--- src/rtl/sasc_brg_prog.sv ---
// Programmable baud-rate generator: divisor + fractional trim prescaler
// feeding an x4/x8/x16 oversample counter; config applied on period wrap.
//
// Ports:
//   clk, arst_n    clock, async active-low reset
//   en             enable; low clears counters (phase restart)
//   cfg_load       strobe capturing div_in/frac_in/ovs_in
//   div_in         integer divisor (tick period = div+1 clk)
//   frac_in        fractional trim, frac/2^FRAC_W clk per tick
//   ovs_in         oversample select (0=x4, 1=x8, 2/3=x16)
//   cfg_pend       captured config waiting for the next wrap
//   sio_ce_ovs     oversample-rate enable, one clk wide
//   sio_ce         bit-rate enable, coincident with sio_ce_ovs
module sasc_brg_prog #(
  parameter int DIV_W   = 16,
  parameter int FRAC_W  = 4,
  parameter int DEF_DIV = 103,
  parameter int DEF_OVS = 0
) (
  input  logic              clk,
  input  logic              arst_n,
  input  logic              en,
  input  logic              cfg_load,
  input  logic [DIV_W-1:0]  div_in,
  input  logic [FRAC_W-1:0] frac_in,
  input  logic [1:0]        ovs_in,
  output logic              cfg_pend,
  output logic              sio_ce_ovs,
  output logic              sio_ce
);

  localparam logic [DIV_W-1:0] DIV_RST = DIV_W'(DEF_DIV);
  localparam logic [1:0]       OVS_RST = 2'(DEF_OVS);
  localparam logic [DIV_W:0]   CNT_ONE = (DIV_W+1)'(1);

  logic [DIV_W-1:0]  div_q;
  logic [FRAC_W-1:0] frac_q;
  logic [1:0]        ovs_q;

  logic [DIV_W-1:0]  div_p;
  logic [FRAC_W-1:0] frac_p;
  logic [1:0]        ovs_p;

  logic [DIV_W-1:0]  div_n;
  logic [FRAC_W-1:0] frac_n;
  logic [1:0]        ovs_n;

  logic [DIV_W:0]    cnt;
  logic [FRAC_W-1:0] acc;
  logic [3:0]        ovs_cnt;

  logic [FRAC_W:0]   sum;
  logic              ext;
  logic [DIV_W:0]    lim;
  logic              tick;
  logic              apply;
  logic              ovs_chg;
  logic [3:0]        ovs_max;
  logic              ovs_last;

  // Carry out of the trim accumulator stretches this period by one.
  assign sum  = {1'b0, acc} + {1'b0, frac_q};
  assign ext  = sum[FRAC_W];
  assign lim  = {1'b0, div_q} + {{DIV_W{1'b0}}, ext};
  assign tick = en && (cnt == lim);

  // Config only switches on a period boundary or while idle,
  // so a running oversample period is never cut or stretched.
  assign apply = tick || !en;

  always_comb begin
    ovs_max = 4'd15;
    unique case (1'b1)
      (ovs_q == 2'd0): ovs_max = 4'd3;
      (ovs_q == 2'd1): ovs_max = 4'd7;
      default:         ovs_max = 4'd15;
    endcase
  end

  assign ovs_last = (ovs_cnt == ovs_max);

  // A strobe coinciding with the apply edge bypasses pending.
  always_comb begin
    div_n  = div_q;
    frac_n = frac_q;
    ovs_n  = ovs_q;
    if (cfg_load) begin
      div_n  = div_in;
      frac_n = frac_in;
      ovs_n  = ovs_in;
    end else if (cfg_pend) begin
      div_n  = div_p;
      frac_n = frac_p;
      ovs_n  = ovs_p;
    end
  end

  assign ovs_chg = apply && (ovs_n != ovs_q);

  always_ff @(posedge clk or negedge arst_n) begin
    if (!arst_n) begin
      div_q    <= DIV_RST;
      frac_q   <= '0;
      ovs_q    <= OVS_RST;
      div_p    <= '0;
      frac_p   <= '0;
      ovs_p    <= '0;
      cfg_pend <= 1'b0;
    end else if (apply) begin
      div_q    <= div_n;
      frac_q   <= frac_n;
      ovs_q    <= ovs_n;
      cfg_pend <= 1'b0;
    end else if (cfg_load) begin
      div_p    <= div_in;
      frac_p   <= frac_in;
      ovs_p    <= ovs_in;
      cfg_pend <= 1'b1;
    end
  end

  always_ff @(posedge clk or negedge arst_n) begin
    if (!arst_n) begin
      cnt        <= '0;
      acc        <= '0;
      ovs_cnt    <= '0;
      sio_ce_ovs <= 1'b0;
      sio_ce     <= 1'b0;
    end else if (!en) begin
      cnt        <= '0;
      acc        <= '0;
      ovs_cnt    <= '0;
      sio_ce_ovs <= 1'b0;
      sio_ce     <= 1'b0;
    end else begin
      sio_ce_ovs <= tick;
      sio_ce     <= tick && ovs_last;
      if (tick) begin
        cnt <= '0;
        acc <= sum[FRAC_W-1:0];
      end else begin
        cnt <= cnt + CNT_ONE;
      end
      // New ratio starts counting from zero.
      if (ovs_chg) begin
        ovs_cnt <= '0;
      end else if (tick) begin
        ovs_cnt <= ovs_last ? 4'd0 : ovs_cnt + 4'd1;
      end
    end
  end

endmodule

--- config.mk ---
export PLATFORM = sky130hd
export DESIGN_NAME = sasc_brg_prog
export DESIGN_NICKNAME = d
export VERILOG_FILES = /design/src/rtl/sasc_brg_prog.sv
export SDC_FILE = /design/constraint.sdc
export NUM_CORES = 1
export LEC_CHECK = 0
export ABC_AREA = 1
export CELL_PAD_IN_SITES_DETAIL_PLACEMENT = 1
export CELL_PAD_IN_SITES_GLOBAL_PLACEMENT = 1
export CORE_MARGIN = 5
export CORE_UTILIZATION = 40
export DETAILED_ROUTE_END_ITERATION = 12
export PLACE_DENSITY = 0.77
export SYNTH_ARGS = -nofsm -noshare
export SYNTH_HDL_FRONTEND = slang
export SYNTH_SLANG_ARGS = --single-unit
--- constraint.sdc ---
create_clock -name clk -period 6.01 [get_ports clk]
set_input_delay 0.601 -clock clk [delete_from_list [all_inputs] [get_ports clk]]
set_output_delay 0.601 -clock clk [all_outputs]
set_load 0.05 [all_outputs]
==> Word-level counts from Yosys, hierarchy flattened <==
Index checks and enable logic that the tools add are counted.
{ "classes": {"n_eq_ne": 6, "reduce_logical": 10, "n_addsub": 4, "n_mux": 19, "bitwise_logic": 1} }
{ "ops": {"columns": ["cell", "count"], "rows": [
  ["17-bit 2-to-1 mux", 2],
  ["16-bit 2-to-1 mux", 2],
  ["4-bit 2-to-1 mux", 8],
  ["16-bit by 1-bit adder with 17-bit output", 1],
  ["17-bit by 1-bit adder with 17-bit output (second input constant)", 1],
  ["17-bit == test", 1],
  ["4-bit case mux with 2 select lines", 1],
  ["4-bit by 4-bit adder with 5-bit output", 1],
  ["4-bit by 1-bit adder with 4-bit output (second input constant)", 1],
  ["4-bit == test", 1],
  ["1-bit 2-to-1 mux", 4],
  ["2-bit 2-to-1 mux", 2],
  ["2-bit AND reduction", 2],
  ["2-bit nonzero test", 2],
  ["1-bit logical AND", 3],
  ["3-bit by 1-bit != test with 1-bit output (second input constant)", 1],
  ["2-bit by 1-bit == test with 1-bit output (second input constant)", 1],
  ["2-bit logical NOT", 1],
  ["2-bit by 1-bit != test with 1-bit output (second input constant)", 1],
  ["2-bit != test", 1],
  ["1-bit logical NOT", 1],
  ["1-bit logical OR", 1],
  ["1-bit NOT", 1]
]} }
{ "word_totals": {"input_bits": 26, "elab_cells": 52, "regBits": 72} }

==> Depth between registers and ports, before layout <==
Gate-level depths: netlist of run 1.
{ "logic_depth": {"word_depth": 8, "mapped_depth": 22, "depth_no_buf": 21} }

==> Worst setup path after synthesis of run 1 <==
OpenSTA, ideal clock, no wires.
{ "synth_path": {"path_type": "reg-to-reg", "startpoint": "reg frac_q[0]", "endpoint": "reg div_q[11]", "setup_slack_ps": 3112, "arrival_time_ps": 2781, "path_buffers": 1, "path_stages_with_launch": 23, "t_required_ps": 5893, "path_cell_list": "dfrtp_1 > ha_1 > inv_1 > fa_1 > o21ai_0 > ha_1 > ha_1 > nand2_2 > nor2_4 > nand2_1 > nand2_1 > nand2_1 > nand2_1 > nand2_1 > nor2_1 > nand2_1 > nor2_2 > nand2_4 > nand2_4 > nand2_2 > buf_6 > nand2_1 > nand2_1"} }
{ "synth_between": {"elab_chain_cells": 6} }
{ "synth_rtl": {"columns": ["element", "line", "source"], "rows": [
  ["start, declared", "37", "logic [FRAC_W-1:0] frac_q;"],
  ["start signal, assigned", "111", "frac_q <= frac_n;"],
  ["4-bit by 4-bit adder with 5-bit output", "62", "assign sum = {1'b0, acc} + {1'b0, frac_q};"],
  ["16-bit by 1-bit adder with 17-bit output", "64", "assign lim = {1'b0, div_q} + {{DIV_W{1'b0}}, ext};"],
  ["17-bit == test", "65", "assign tick = en && (cnt == lim);"],
  ["1-bit logical AND", "65", null],
  ["1-bit logical OR", "69", "assign apply = tick || !en;"],
  ["2-bit AND reduction (no source line)", null, null],
  ["end signal, assigned", "110", "div_q <= div_n;"],
  ["end, declared", "36", "logic [DIV_W-1:0] div_q;"]
]} }
Every way passes these cells.
A chain may end at the register's enable or synchronous reset.

==> Final worst setup path of run 1 <==
{ "layout_path": {"startpoint": "reg acc[0]", "endpoint": "reg div_q[12]"} }
{ "layout_between": {"elab_chain_cells": 6} }
{ "layout_rtl": {"columns": ["element", "line", "source"], "rows": [
  ["start, declared", "49", "logic [FRAC_W-1:0] acc;"],
  ["start signal, assigned", "140", "acc <= sum[FRAC_W-1:0];"],
  ["4-bit by 4-bit adder with 5-bit output", "62", null],
  ["16-bit by 1-bit adder with 17-bit output", "64", null],
  ["17-bit == test", "65", null],
  ["1-bit logical AND", "65", null],
  ["1-bit logical OR", "69", null],
  ["2-bit AND reduction (no source line)", null, null]
]} }
Every way passes these cells.

==> results of run 1 <==
report_power, final:
| group | switching (mW) | internal (mW) |
|---|---|---|
| combinational | 0.144 | 0.0872 |
| clock | 0.175 | 0.162 |
| sequential | 0.0490 | 0.536 |
| total | 0.368 | 0.785 |
state kept, by name (all words and copies together) (netlist names):
signal	flops
div_p	16
frac_q	4
frac_p	4
div_q	16
ovs_p	2
sio_ce_ovs	1
acc	4
cfg_pend	1
ovs_q	2
sio_ce	1
cnt	17
ovs_cnt	4
Yosys cell counts, drive strengths merged:
library cell and instances:
nand2 259, a21oi 12, nor3 9, fa 1, o21ai 11, nand3 55, nand3b 3, o21a 1
xor2 9, xnor2 11, dfstp 5, inv 53, ha 8, nand4 34, nor2 51, and3 1
clkbuf 10, buf 12, dfrtp 67
logic make-up (layout without fill, tap and decap cells):
| logic type | Yosys count | in the layout | synth area share |
|---|---|---|---|
| adders and majority gates | 9 | 9 | 0.0278 |
| AOI/OAI and AO/OA | 24 | 24 | 0.0283 |
| DFF | 72 | 72 | 0.418 |
| and+or+nand+nor | 412 | 412 | 0.411 |
| xor gates and xnor gates | 20 | 20 | 0.0405 |
| buffers and inverters | 75 | 100 | 0.0743 |
how the worst max path moves through the flow:
stage | from | to | slack [ns] | cells past startpoint
after detailed placement | acc[0] | div_q[12] | 1.84 | 21
after global placement | frac_q[0] | frac_q[0] | 2.04 | 21
final | acc[0] | div_q[12] | 1.88 | 21
after CTS | frac_q[0] | div_q[12] | 1.81 | 21
after global routing | frac_q[0] | div_q[14] | 1.43 | 21
after floorplan | frac_q[0] | div_q[11] | 3.11 | 22
layer usage:
layer,vias to the layer above,share of wire,routed length (um),global-route usage
li1,1983,-,-,-
met1,1912,0.46,5280,0.249
met2,69,0.49,5570,0.315
met3,11,0.043,487,0.0430
met4,0,0.011,121,0.0491
met5,-,0,0,0
through the flow:
stage                     instance area (um2)   util  total power [mW]  setup slack [ns]
after global routing                     4840  0.452              1.23              1.43
after detailed placement                 4680  0.437             0.828              1.84
after global placement                   4680  0.437             0.816              2.04
after CTS                                4840  0.452              1.17              1.81
final                                    4840  0.452              1.15              1.88
after floorplan                          4330      -             0.744              3.11
cells in the final DEF, fill, tap and decap left out, drive strengths merged, types with 3 or more instances in the layout:
master / n
nand3: 55
nor2: 51
dfrtp: 67
nand3b: 3
nand2: 259
clkbuf: 15
xor2: 9
a21oi: 12
dfstp: 5
inv: 53
ha: 8
buf: 4
nand4: 34
clkdlybuf4s50: 27
o21ai: 11
xnor2: 11
nor3: 9
critical path: cells and delay by family, from the launching register on:
kind	cells	cell delay, ns
AOI/OAI and AO/OA	1	0.25
adders and majority gates	4	1.02
buffers and inverters	1	0.06
DFF	1	0.36
and+or+nand+nor	15	2.29
cell type report:
type	count	area share
Multi-Input combinational cell	465	0.454
Tap cell	140	0.0362
Clock buffer	15	0.0323
Sequential cell	72	0.374
Clock inverter	1	0.00103
Timing Repair Buffer	31	0.0620
Inverter	53	0.0411
==> report_table.html, run 1 <==
<table>
<tr><th>Metric</th><th>Value</th></tr>
<tr><th colspan="2">Run status</th></tr>
<tr><td>Outcome</td><td>finished clean</td></tr>
<tr><th colspan="2">STA</th></tr>
<tr><td>Worst slack on hold paths</td><td>0.371 ns</td></tr>
<tr><td>Final number of setup-violating endpoints</td><td>0</td></tr>
<tr><td>Fraction of the cycle the final worst path needs</td><td>0.686</td></tr>
<tr><td>Count of pins over their slew limit</td><td>0</td></tr>
<tr><td>Final worst path period need</td><td>4.13 ns</td></tr>
<tr><td>Total count of hold-check failures in the final report</td><td>0</td></tr>
<tr><td>Worst slew pin tran</td><td>0.911 ns</td></tr>
<tr><td>Normalized max-slew margin</td><td>0.393</td></tr>
<tr><td>Setup Skew</td><td>0.0128 ns</td></tr>
<tr><td>Upper clock frequency limit</td><td>242 MHz</td></tr>
<tr><td>RSZ-0062 raised after global routing</td><td>false</td></tr>
<tr><td>Fin Setup TNS</td><td>0 ns</td></tr>
<tr><th colspan="2">Floorplanning</th></tr>
<tr><td>Cell Rows</td><td>38</td></tr>
<tr><td>Area of the die</td><td>13000 um2</td></tr>
<tr><td>Die boundary height</td><td>114 um</td></tr>
<tr><td>Effective utilization at floorplan</td><td>0.404</td></tr>
<tr><td>Boundary Pins</td><td>29</td></tr>
<tr><td>Core outline area</td><td>10700 um2</td></tr>
<tr><td>Die span in x</td><td>114 um</td></tr>
<tr><th colspan="2">Yosys</th></tr>
<tr><td>Number of nets produced by synthesis</td><td>647</td></tr>
<tr><td>Number of synthesis warnings</td><td>0</td></tr>
<tr><td>Post-synth design cell area</td><td>4330 um2</td></tr>
<tr><td>Mean Syn Cell Area</td><td>7.07 um2</td></tr>
<tr><td>Part of the Yosys area used for sequential elements</td><td>0.418</td></tr>
<tr><td>Post-synthesis sequential element count</td><td>72</td></tr>
<tr><td>Cell taking the most area after synthesis</td><td>dfrtp_1</td></tr>
<tr><td>Number of different library cells in the post-synthesis netlist</td><td>28</td></tr>
<tr><td>Proportion of netlist area held by the largest area contributor</td><td>0.388</td></tr>
<tr><td>Main area contributors after synthesis</td><td>dfrtp_1 (39%), nand2_1 (22%), nand3_1 (6.2%)</td></tr>
<tr><td>Post-synthesis instance total</td><td>612</td></tr>
<tr><th colspan="2">CTS</th></tr>
<tr><td>Num Clock Sinks</td><td>72</td></tr>
<tr><td>Register clock-pin slew on the reported worst setup and hold paths</td><td>0.07 ns</td></tr>
<tr><td>Hold-fix buffer count after cts</td><td>0</td></tr>
<tr><td>CTS-repair resized insts</td><td>0</td></tr>
<tr><td>Setup Fix Bufs, Post-CTS</td><td>0</td></tr>
<tr><td>CTS Root Cell</td><td>clkbuf_8</td></tr>
<tr><td>Clk buf depth</td><td>2</td></tr>
<tr><td>Clk Latency, worst-skew pair</td><td>0.35 ns</td></tr>
<tr><td>Maximum level of the CTS H-tree</td><td>3</td></tr>
<tr><td>Number of buffers added by the clock tree synthesis step</td><td>9</td></tr>
<tr><td>TritonCTS clock tree</td><td>yes</td></tr>
<tr><th colspan="2">GRT</th></tr>
<tr><td>Via count of the first global-routing pass</td><td>4184</td></tr>
<tr><td>First-pass GRT wire length</td><td>19900 um</td></tr>
<tr><td>Antenna violations before repair</td><td>0</td></tr>
<tr><td>Final global-route overflow total</td><td>0</td></tr>
<tr><td>Total track usage</td><td>0.189</td></tr>
<tr><td>Largest net degree at the start of global routing</td><td>73</td></tr>
<tr><th colspan="2">Power and ir drop</th></tr>
<tr><td>Power density normalized to cell area</td><td>238 nW/um2</td></tr>
<tr><td>Leakage power of the design</td><td>2.44 nW</td></tr>
<tr><td>Worst ir drop on vdd</td><td>0.000108 V</td></tr>
<tr><th colspan="2">Finish</th></tr>
<tr><td>Post-layout nets</td><td>667</td></tr>
<tr><td>Filler Cell Count</td><td>1402</td></tr>
<tr><td>Sequential cell area in the final layout</td><td>1810 um2</td></tr>
<tr><td>Layout cell share with drive strength beyond 1</td><td>0.0565</td></tr>
<tr><td>Fin cells</td><td>777</td></tr>
<tr><td>Number of antenna diodes</td><td>0</td></tr>
<tr><td>Area Overhead vs Synth</td><td>11.9%</td></tr>
<tr><td>Area of the multi-input gates</td><td>2200 um2</td></tr>
<tr><th colspan="2">Placement</th></tr>
<tr><td>Detail Placement HPWL</td><td>8620 um</td></tr>
<tr><td>Buffers added on ports</td><td>28</td></tr>
<tr><td>Placer's final routability congestion estimate</td><td>0.896</td></tr>
<tr><td>Total placed cells including tap cells</td><td>761</td></tr>
<tr><th colspan="2">Detailed routing</th></tr>
<tr><td>Antenna-violating nets left</td><td>0</td></tr>
<tr><td>Average wire per cell in the routed design</td><td>14.7 um</td></tr>
<tr><td>Post-route DRC</td><td>0</td></tr>
<tr><td>Detailed Route Iter0 Violations</td><td>162</td></tr>
<tr><td>Number of vias after detailed routing</td><td>3975</td></tr>
<tr><td>Final wirelength</td><td>11500 um</td></tr>
<tr><td>First-pass iteration count of the detailed router</td><td>4</td></tr>
<tr><td>Via density per instance</td><td>5.12</td></tr>
<tr><th colspan="2">Setup path</th></tr>
<tr><td>R2R Setup Slk</td><td>1.88 ns</td></tr>
<tr><td>Required time of the critical path</td><td>6.23 ns</td></tr>
<tr><td>Path depth of the worst reg2reg path</td><td>21</td></tr>
<tr><td>Capture instance of the worst register-to-register path</td><td>div_q[12]</td></tr>
<tr><td>Critical path class</td><td>flip-flop to flip-flop</td></tr>
<tr><td>Crit. End Element</td><td>flip-flop</td></tr>
<tr><td>Cell at the slowest stage of the critical path</td><td>nand2_4</td></tr>
<tr><td>Worst flop-to-flop path startpoint</td><td>acc[0]</td></tr>
<tr><td>CP startpoint kind</td><td>flip-flop</td></tr>
<tr><td>Maximum fanout along the worst path</td><td>45</td></tr>
<tr><td>Delay of the slowest critical-path stage</td><td>0.45 ns</td></tr>
<tr><td>Crit path arrival time</td><td>4.35 ns</td></tr>
<tr><td>Most used cell along the critical path</td><td>nand2_1</td></tr>
<tr><td>CP cell instances</td><td>ha_1 &gt; inv_1 &gt; fa_1 &gt; o21ai_0 &gt; ha_1 &gt; ha_1 &gt; nand2_2 &gt; nor2_4 &gt; nand2_1 &gt; nand2_1 &gt; nand2_1 &gt; nand2_1 &gt; nand2_1 &gt; nor2_1 &gt; nand2_1 &gt; nor2_2 &gt; nand2_4 &gt; nand2_4 &gt; nand2_2 &gt; nand2_1 &gt; nand2_1</td></tr>
<tr><th colspan="2">Job</th></tr>
<tr><td>Count of max-cap constraint violations</td><td>0</td></tr>
<tr><th colspan="2">Hold path</th></tr>
<tr><td>Worst Hold Class</td><td>input port to asynchronous set/reset pin</td></tr>
</table>
Note: power is estimated with default switching activity, not from simulation.
==> inputs of run 2 (changes only) <==
Settings changed: CORE_UTILIZATION 40 to 39, PLACE_DENSITY 0.77 to 0.78.
Clock period 6.01 ns to 3.6 ns, I/O delays scaled along.
==> run 2 against run 1 <==
Clock skew down 0.0016 ns; clock power up 88%; final area up 3.5%; via count up 3.3%; final cell count up 1.5%; first-iteration DRC count up 29%; global-route usage up 0.63 points; register-to-register slack worse by 1.6 ns; highest routed layer unchanged.
==> report_table.html, run 2 (same netlist as run 1, synthesis figures left out) <==
<table>
<tr><th>Metric</th><th>Value</th></tr>
<tr><th colspan="2">Run status</th></tr>
<tr><td>Outcome</td><td>finished clean</td></tr>
<tr><th colspan="2">Finish</th></tr>
<tr><td>Sequential cell area in the final layout</td><td>1810 um2</td></tr>
<tr><td>Flip-flop count of the largest register after layout</td><td>17</td></tr>
<tr><td>Number of antenna diodes</td><td>0</td></tr>
<tr><td>Register containing the most flip-flops in the final layout</td><td>cnt</td></tr>
<tr><td>Fin cells</td><td>789</td></tr>
<tr><td>Filler Cell Count</td><td>1401</td></tr>
<tr><td>Post-route design area</td><td>5010 um2</td></tr>
<tr><td>Most common cell after layout, fill and taps aside</td><td>nand2_1</td></tr>
<tr><td>Area of the multi-input gates</td><td>2220 um2</td></tr>
<tr><td>Largest registers</td><td>cnt: 17 flops, div_p: 16 flops, div_q: 16 flops</td></tr>
<tr><td>Most frequent cells in the layout</td><td>nand2_1 (255), dfrtp_1 (67), nand3_1 (54), inv_1 (49), nor2_1 (43)</td></tr>
<tr><td>Area Overhead vs Synth</td><td>15.8%</td></tr>
<tr><td>Layout cell share with drive strength beyond 1</td><td>0.0832</td></tr>
<tr><td>Post-layout nets</td><td>679</td></tr>
<tr><th colspan="2">Floorplanning</th></tr>
<tr><td>Die span in x</td><td>115 um</td></tr>
<tr><td>Effective utilization at floorplan</td><td>0.399</td></tr>
<tr><td>Core outline area</td><td>10800 um2</td></tr>
<tr><td>Boundary Pins</td><td>29</td></tr>
<tr><td>Cell Rows</td><td>38</td></tr>
<tr><td>Die boundary height</td><td>115 um</td></tr>
<tr><td>Area of the die</td><td>13300 um2</td></tr>
<tr><th colspan="2">Detailed routing</th></tr>
<tr><td>Final wirelength</td><td>12300 um</td></tr>
<tr><td>Antenna-violating nets left</td><td>0</td></tr>
<tr><td>Average wire per cell in the routed design</td><td>15.6 um</td></tr>
<tr><td>Number of vias after detailed routing</td><td>4106</td></tr>
<tr><td>First-pass iteration count of the detailed router</td><td>5</td></tr>
<tr><td>Post-route DRC</td><td>0</td></tr>
<tr><td>Via density per instance</td><td>5.20</td></tr>
<tr><td>Detailed Route Iter0 Violations</td><td>209</td></tr>
<tr><th colspan="2">STA</th></tr>
<tr><td>Final number of setup-violating endpoints</td><td>0</td></tr>
<tr><td>Count of pins over their slew limit</td><td>0</td></tr>
<tr><td>Fin Setup TNS</td><td>0 ns</td></tr>
<tr><td>Final worst path period need</td><td>3.29 ns</td></tr>
<tr><td>Upper clock frequency limit</td><td>304 MHz</td></tr>
<tr><td>Worst slack on hold paths</td><td>0.132 ns</td></tr>
<tr><td>Fraction of the cycle the final worst path needs</td><td>0.913</td></tr>
<tr><td>RSZ-0062 raised after global routing</td><td>false</td></tr>
<tr><td>Normalized max-slew margin</td><td>0.380</td></tr>
<tr><td>Worst slew pin tran</td><td>0.930 ns</td></tr>
<tr><td>Setup Skew</td><td>0.0111 ns</td></tr>
<tr><td>Total count of hold-check failures in the final report</td><td>0</td></tr>
<tr><th colspan="2">Power and ir drop</th></tr>
<tr><td>Flop pwr share</td><td>0.485</td></tr>
<tr><td>Net Sw Power</td><td>0.648 mW</td></tr>
<tr><td>Internal cell power</td><td>1.37 mW</td></tr>
<tr><td>Switch share</td><td>0.321</td></tr>
<tr><td>Worst ir drop on vdd</td><td>0.000228 V</td></tr>
<tr><td>Leakage power of the design</td><td>2.53 nW</td></tr>
<tr><td>Power density normalized to cell area</td><td>403 nW/um2</td></tr>
<tr><td>Clock share of power</td><td>0.312</td></tr>
<tr><td>Portion of total power attributed to combinational logic</td><td>0.203</td></tr>
<tr><td>Total power</td><td>2.02 mW</td></tr>
<tr><th colspan="2">Setup path</th></tr>
<tr><td>Worst flop-to-flop path startpoint</td><td>frac_q[0]</td></tr>
<tr><td>Launch point of the worst path</td><td>frac_q[0]</td></tr>
<tr><td>CP startpoint kind</td><td>flip-flop</td></tr>
<tr><td>Critical path class</td><td>flip-flop to flip-flop</td></tr>
<tr><td>Path depth of the worst reg2reg path</td><td>23</td></tr>
<tr><td>Crit path arrival time</td><td>3.53 ns</td></tr>
<tr><td>Crit. End Element</td><td>flip-flop</td></tr>
<tr><td>Required time of the critical path</td><td>3.84 ns</td></tr>
<tr><td>Maximum fanout along the worst path</td><td>11</td></tr>
<tr><th colspan="2">CTS</th></tr>
<tr><td>Num Clock Sinks</td><td>72</td></tr>
<tr><td>Register clock-pin slew on the reported worst setup and hold paths</td><td>0.08 ns</td></tr>
<tr><td>Clk buf depth</td><td>2</td></tr>
<tr><td>Clk Latency, worst-skew pair</td><td>0.35 ns</td></tr>
<tr><td>TritonCTS clock tree</td><td>yes</td></tr>
<tr><td>CTS Root Cell</td><td>clkbuf_8</td></tr>
<tr><td>Maximum level of the CTS H-tree</td><td>3</td></tr>
<tr><td>Number of buffers added by the clock tree synthesis step</td><td>9</td></tr>
<tr><th colspan="2">GRT</th></tr>
<tr><td>Final global-route overflow total</td><td>0</td></tr>
<tr><td>Antenna violations before repair</td><td>0</td></tr>
<tr><td>Via count of the first global-routing pass</td><td>4289</td></tr>
<tr><td>First-pass GRT wire length</td><td>20700 um</td></tr>
<tr><td>Largest net degree at the start of global routing</td><td>73</td></tr>
<tr><td>Total track usage</td><td>0.195</td></tr>
<tr><th colspan="2">Hold path</th></tr>
<tr><td>Worst Hold Class</td><td>input port to asynchronous set/reset pin</td></tr>
<tr><th colspan="2">Job</th></tr>
<tr><td>Count of max-cap constraint violations</td><td>0</td></tr>
<tr><th colspan="2">Placement</th></tr>
<tr><td>Cell area after placement</td><td>4720 um2</td></tr>
<tr><td>Detail Placement HPWL</td><td>8770 um</td></tr>
<tr><td>Total placed cells including tap cells</td><td>765</td></tr>
<tr><td>Buffers added on ports</td><td>28</td></tr>
<tr><td>Placer's final routability congestion estimate</td><td>0.873</td></tr>
</table>
[run 2: changes by cell type in the layout (fill, tap and decap cells not counted), sizes merged]
cell and change:
buf +11, clkbuf -2, clkinv +2, bufinv +1
[run 2: per-stage QoR]
| stage | util | worst slack (ns) |
|---|---|---|
| finish | 0.462 | 0.312 |
| global route | 0.462 | 0.0151 |
| CTS | 0.453 | 0.0931 |
| detailed placement | 0.435 | -0.0488 |
| floorplan | - | 0.702 |
| global placement | 0.435 | 0.137 |
[run 2: final timing paths]
| kind | end | slack, ns |
|---|---|---|
| worst min-delay path | cnt[6] | 0.13 |
| worst max register to register | acc[0] | 0.31 |
| worst max-delay path | acc[0] | 0.31 |
| max in group asynchronous | frac_p[1] | 2.85 |
| worst min register to register | div_p[1] | 0.47 |
| min in group clk | div_p[1] | 0.47 |
[run 2: final cells by class]
type / count / area share
tap: 140 / 0.0350
clock inverter: 4 / 0.00900
timing repair buffer: 43 / 0.0847
sequential: 72 / 0.361
multi-input combinational: 465 / 0.444
clock buffer: 12 / 0.0270
inverter: 53 / 0.0397
[run 2: layer usage]
metal,global-route usage,share of wire,vias to the layer above
li1,-,-,2008
met1,0.265,0.47,2013
met2,0.324,0.48,68
met3,0.0284,0.031,17
met4,0.0595,0.015,0
met5,0,0,-
[run 2: power by group through the flow]
stage	Combinational, mW	Clock [mW]	Sequential (mW)
floorplan	0.277	0	0.964
global placement	0.379	0	0.988
detailed placement	0.398	0	0.992
CTS	0.402	0.643	0.977
global route	0.470	0.682	0.990
finish	0.410	0.630	0.978
[run 2: repair_timing]
item | in CTS | in global routing
setup endpoints to repair | 18 | 61
cloned | 0 | 1
pin swaps | 0 | 2
hold buffers | 0 | 0
endpoints found under the hold margin | 0 | 0
resized for setup | 2 | 6
setup buffers | 0 | 7
[run 2: worst max-delay path: stages, from the launching register on]
cell     delay (ns)
dfrtp_1        0.35
ha_1           0.17
inv_1          0.06
fa_1           0.41
o21ai_2        0.19
ha_2           0.21
ha_2           0.21
nand2_2        0.09
nor2_4         0.17
buf_4          0.14
nand3_1        0.07
nand2_1        0.09
nand2_1        0.05
nand2_1        0.05
nand2_1        0.06
inv_2          0.06
nand2_1        0.06
nor2_2         0.14
nand2_4        0.11
nand2_8        0.12
buf_6          0.16
inv_2          0.09
nand2_1        0.07
nand2_1        0.05
==> inputs of run 3 (changes only) <==
Settings changed: CTS_CLUSTER_SIZE set to 25, GPL_TIMING_DRIVEN set to 0.
==> run 3 against run 2 <==
First-iteration DRC count down 22%; sequential power down 0.6%; die area unchanged; worst hold slack better by 0.30 ns; clock skew down 0.0040 ns; maximum frequency down 0.92%; total power down 0.62%; sequential share of layout area down 0.33 points; wire length down 0.86%; critical path depth unchanged; critical endpoint is now div_q[4].
==> report_table.html, run 3 (same netlist as run 1, synthesis figures left out) <==
<table>
<tr><th>Metric</th><th>Value</th></tr>
<tr><th colspan="2">Setup path</th></tr>
<tr><td>Delay of the slowest critical-path stage</td><td>0.38 ns</td></tr>
<tr><td>Crit. End Element</td><td>flip-flop</td></tr>
<tr><td>Critical path class</td><td>flip-flop to flip-flop</td></tr>
<tr><td>Worst flop-to-flop path startpoint</td><td>frac_q[0]</td></tr>
<tr><td>Crit path arrival time</td><td>3.57 ns</td></tr>
<tr><td>CP cell instances</td><td>ha_1 &gt; inv_1 &gt; fa_2 &gt; o21ai_4 &gt; ha_4 &gt; ha_2 &gt; nand2_2 &gt; nor2_4 &gt; buf_4 &gt; nand3_1 &gt; nand2_1 &gt; nand2_1 &gt; nand2_1 &gt; nand2_1 &gt; inv_2 &gt; nand2_1 &gt; nor2_1 &gt; nand2_4 &gt; nand2_8 &gt; nand2_2 &gt; buf_6 &gt; nand2_1 &gt; nand2_1</td></tr>
<tr><td>Timing endpoint of the critical path</td><td>div_q[4]</td></tr>
<tr><td>Top delay family on crit path</td><td>simple AND/OR/NAND/NOR gates</td></tr>
<tr><td>Maximum fanout along the worst path</td><td>10</td></tr>
<tr><td>Capture instance of the worst register-to-register path</td><td>div_q[4]</td></tr>
<tr><td>Cell at the slowest stage of the critical path</td><td>fa_2</td></tr>
<tr><td>Depth of the critical timing path with buffers and inverters included</td><td>23</td></tr>
<tr><td>Launch point of the worst path</td><td>frac_q[0]</td></tr>
<tr><td>Path depth of the worst reg2reg path</td><td>23</td></tr>
<tr><td>Required time of the critical path</td><td>3.85 ns</td></tr>
<tr><td>Buffering stage count on the worst path with inverters included</td><td>4</td></tr>
<tr><td>R2R Setup Slk</td><td>0.28 ns</td></tr>
<tr><td>CP startpoint kind</td><td>flip-flop</td></tr>
<tr><td>Most used cell along the critical path</td><td>nand2_1</td></tr>
<tr><th colspan="2">Power and ir drop</th></tr>
<tr><td>Leakage power of the design</td><td>2.53 nW</td></tr>
<tr><td>Worst ir drop on vdd</td><td>0.000219 V</td></tr>
<tr><td>Power density normalized to cell area</td><td>397 nW/um2</td></tr>
<tr><td>Total power</td><td>2.01 mW</td></tr>
<tr><th colspan="2">STA</th></tr>
<tr><td>Worst slew pin tran</td><td>0.547 ns</td></tr>
<tr><td>Final worst path period need</td><td>3.32 ns</td></tr>
<tr><td>Final critical-path setup slack</td><td>0.281 ns</td></tr>
<tr><td>Normalized max-slew margin</td><td>0.636</td></tr>
<tr><td>Upper clock frequency limit</td><td>301 MHz</td></tr>
<tr><td>Final number of setup-violating endpoints</td><td>0</td></tr>
<tr><td>Setup Skew</td><td>0.00713 ns</td></tr>
<tr><td>Total count of hold-check failures in the final report</td><td>0</td></tr>
<tr><td>Count of pins over their slew limit</td><td>0</td></tr>
<tr><td>Fin Setup TNS</td><td>0 ns</td></tr>
<tr><td>Fraction of the cycle the final worst path needs</td><td>0.922</td></tr>
<tr><td>Worst slack on hold paths</td><td>0.432 ns</td></tr>
<tr><th colspan="2">Detailed routing</th></tr>
<tr><td>Average wire per cell in the routed design</td><td>15.2 um</td></tr>
<tr><td>Via density per instance</td><td>5.08</td></tr>
<tr><td>Detailed Route Iter0 Violations</td><td>162</td></tr>
<tr><td>Antenna-violating nets left</td><td>0</td></tr>
<tr><td>First-pass iteration count of the detailed router</td><td>4</td></tr>
<tr><td>Number of vias after detailed routing</td><td>4062</td></tr>
<tr><td>Post-route DRC</td><td>0</td></tr>
<tr><td>Final wirelength</td><td>12200 um</td></tr>
<tr><th colspan="2">Finish</th></tr>
<tr><td>Register containing the most flip-flops in the final layout</td><td>cnt</td></tr>
<tr><td>Post-layout nets</td><td>690</td></tr>
<tr><td>Flip-flop count of the largest register after layout</td><td>17</td></tr>
<tr><td>Largest registers</td><td>cnt: 17 flops, div_p: 16 flops, div_q: 16 flops</td></tr>
<tr><td>Most common cell after layout, fill and taps aside</td><td>nand2_1</td></tr>
<tr><td>Post-route design area</td><td>5050 um2</td></tr>
<tr><td>Number of antenna diodes</td><td>0</td></tr>
<tr><td>Fin cells</td><td>800</td></tr>
<tr><td>Layout cell share with drive strength beyond 1</td><td>0.0833</td></tr>
<tr><td>Core Util, Final</td><td>0.466</td></tr>
<tr><td>Most frequent cells in the layout</td><td>nand2_1 (255), dfrtp_1 (67), nand3_1 (53), inv_1 (49), nor2_1 (44)</td></tr>
<tr><td>Area Overhead vs Synth</td><td>16.8%</td></tr>
<tr><th colspan="2">CTS</th></tr>
<tr><td>Clk Latency, worst-skew pair</td><td>0.36 ns</td></tr>
<tr><td>Num Clock Sinks</td><td>72</td></tr>
<tr><td>Register clock-pin slew on the reported worst setup and hold paths</td><td>0.08 ns</td></tr>
<tr><td>Maximum level of the CTS H-tree</td><td>3</td></tr>
<tr><td>CTS Root Cell</td><td>clkbuf_8</td></tr>
<tr><td>Clk buf depth</td><td>2</td></tr>
<tr><td>TritonCTS clock tree</td><td>yes</td></tr>
<tr><td>Number of buffers added by the clock tree synthesis step</td><td>9</td></tr>
<tr><th colspan="2">Floorplanning</th></tr>
<tr><td>Area of the die</td><td>13300 um2</td></tr>
<tr><td>Die span in x</td><td>115 um</td></tr>
<tr><td>Core outline area</td><td>10800 um2</td></tr>
<tr><td>Boundary Pins</td><td>29</td></tr>
<tr><td>Cell Rows</td><td>38</td></tr>
<tr><td>Die boundary height</td><td>115 um</td></tr>
<tr><td>Effective utilization at floorplan</td><td>0.399</td></tr>
<tr><th colspan="2">GRT</th></tr>
<tr><td>Antenna violations before repair</td><td>0</td></tr>
<tr><td>Final global-route overflow total</td><td>0</td></tr>
<tr><td>Largest net degree at the start of global routing</td><td>52</td></tr>
<tr><td>Total track usage</td><td>0.200</td></tr>
<tr><td>First-pass GRT wire length</td><td>21000 um</td></tr>
<tr><td>Via count of the first global-routing pass</td><td>4365</td></tr>
<tr><th colspan="2">Run status</th></tr>
<tr><td>Outcome</td><td>finished clean</td></tr>
<tr><th colspan="2">Placement</th></tr>
<tr><td>Total placed cells including tap cells</td><td>780</td></tr>
<tr><td>Cell area after placement</td><td>4800 um2</td></tr>
<tr><td>Placer's final routability congestion estimate</td><td>0.875</td></tr>
<tr><td>Detail Placement HPWL</td><td>9330 um</td></tr>
<tr><td>Buffers added on ports</td><td>27</td></tr>
<tr><td>Setup slack after placement</td><td>-0.266 ns</td></tr>
<tr><th colspan="2">Hold path</th></tr>
<tr><td>Worst Hold Class</td><td>input port to asynchronous set/reset pin</td></tr>
<tr><th colspan="2">Job</th></tr>
<tr><td>Count of max-cap constraint violations</td><td>0</td></tr>
</table>
-- run 3: cell count changes in the layout (fill, tap and decap cells not counted), sizes merged --
cell	change
buf	+1
bufinv	-1
clkbuf	+14
clkdlybuf4s50	-1
clkinv	-3
dlygate4sd3	+1
-- run 3: metal layers --
metal,share of wire,GRT usage,up-vias
met4,0.015,0.0696,0
met1,0.46,0.255,1959
met2,0.49,0.344,51
li1,-,-,2039
met5,0,0,-
met3,0.027,0.0316,13
-- run 3: layout make-up --
| cell class | count | area, um2 |
|---|---|---|
| Buffer | 22 | 125 |
| Clock buffer | 16 | 180 |
| Fill cell | 1399 | 5790 |
| Inverter | 53 | 199 |
| Multi-Input combinational cell | 465 | 2240 |
| Sequential cell | 72 | 1810 |
| Tap cell | 140 | 175 |
| Timing Repair Buffer | 32 | 328 |
-- run 3: worst min path at each step --
| stage | end | depth (start not counted) |
|---|---|---|
| 3_3_place_gp | div_p[15] | 2 |
| 6_report | cnt[6] | 2 |
| 3_5_place_dp | cnt[4] | 1 |
| 4_1_cts | cnt[6] | 2 |
| 2_1_floorplan | acc[0] | 0 |
| 5_1_grt | cnt[5] | 2 |
-- run 3: report_power, final --
| part | internal [mW] | switching (mW) | leakage, nW |
|---|---|---|---|
| Clock | 0.309 | 0.312 | 0.0910 |
| Combinational | 0.160 | 0.253 | 1.51 |
| Sequential | 0.895 | 0.0769 | 0.925 |
| Total | 1.36 | 0.642 | 2.53 |
-- run 3: worst reg2reg max path: stages (launching register included) --
cell and delay, ns:
dfrtp_1 0.37, ha_1 0.18, inv_1 0.06, fa_2 0.38
o21ai_4 0.23, ha_4 0.17, ha_2 0.20, nand2_2 0.09
nor2_4 0.16, buf_4 0.13, nand3_1 0.06, nand2_1 0.09
nand2_1 0.05, nand2_1 0.05, nand2_1 0.07, inv_2 0.06
nand2_1 0.05, nor2_1 0.18, nand2_4 0.16, nand2_8 0.13
nand2_2 0.08, buf_6 0.14, nand2_1 0.06, nand2_1 0.05
-- run 3: repair_timing --
action | 4_1_cts | 5_1_grt
hold endpoints to repair | 21 | 0
resized for setup | 2 | 8
endpoints found under the setup margin | 69 | 69
pin swaps | 2 | 3
setup buffers | 2 | 1
hold buffers | 1 | 0
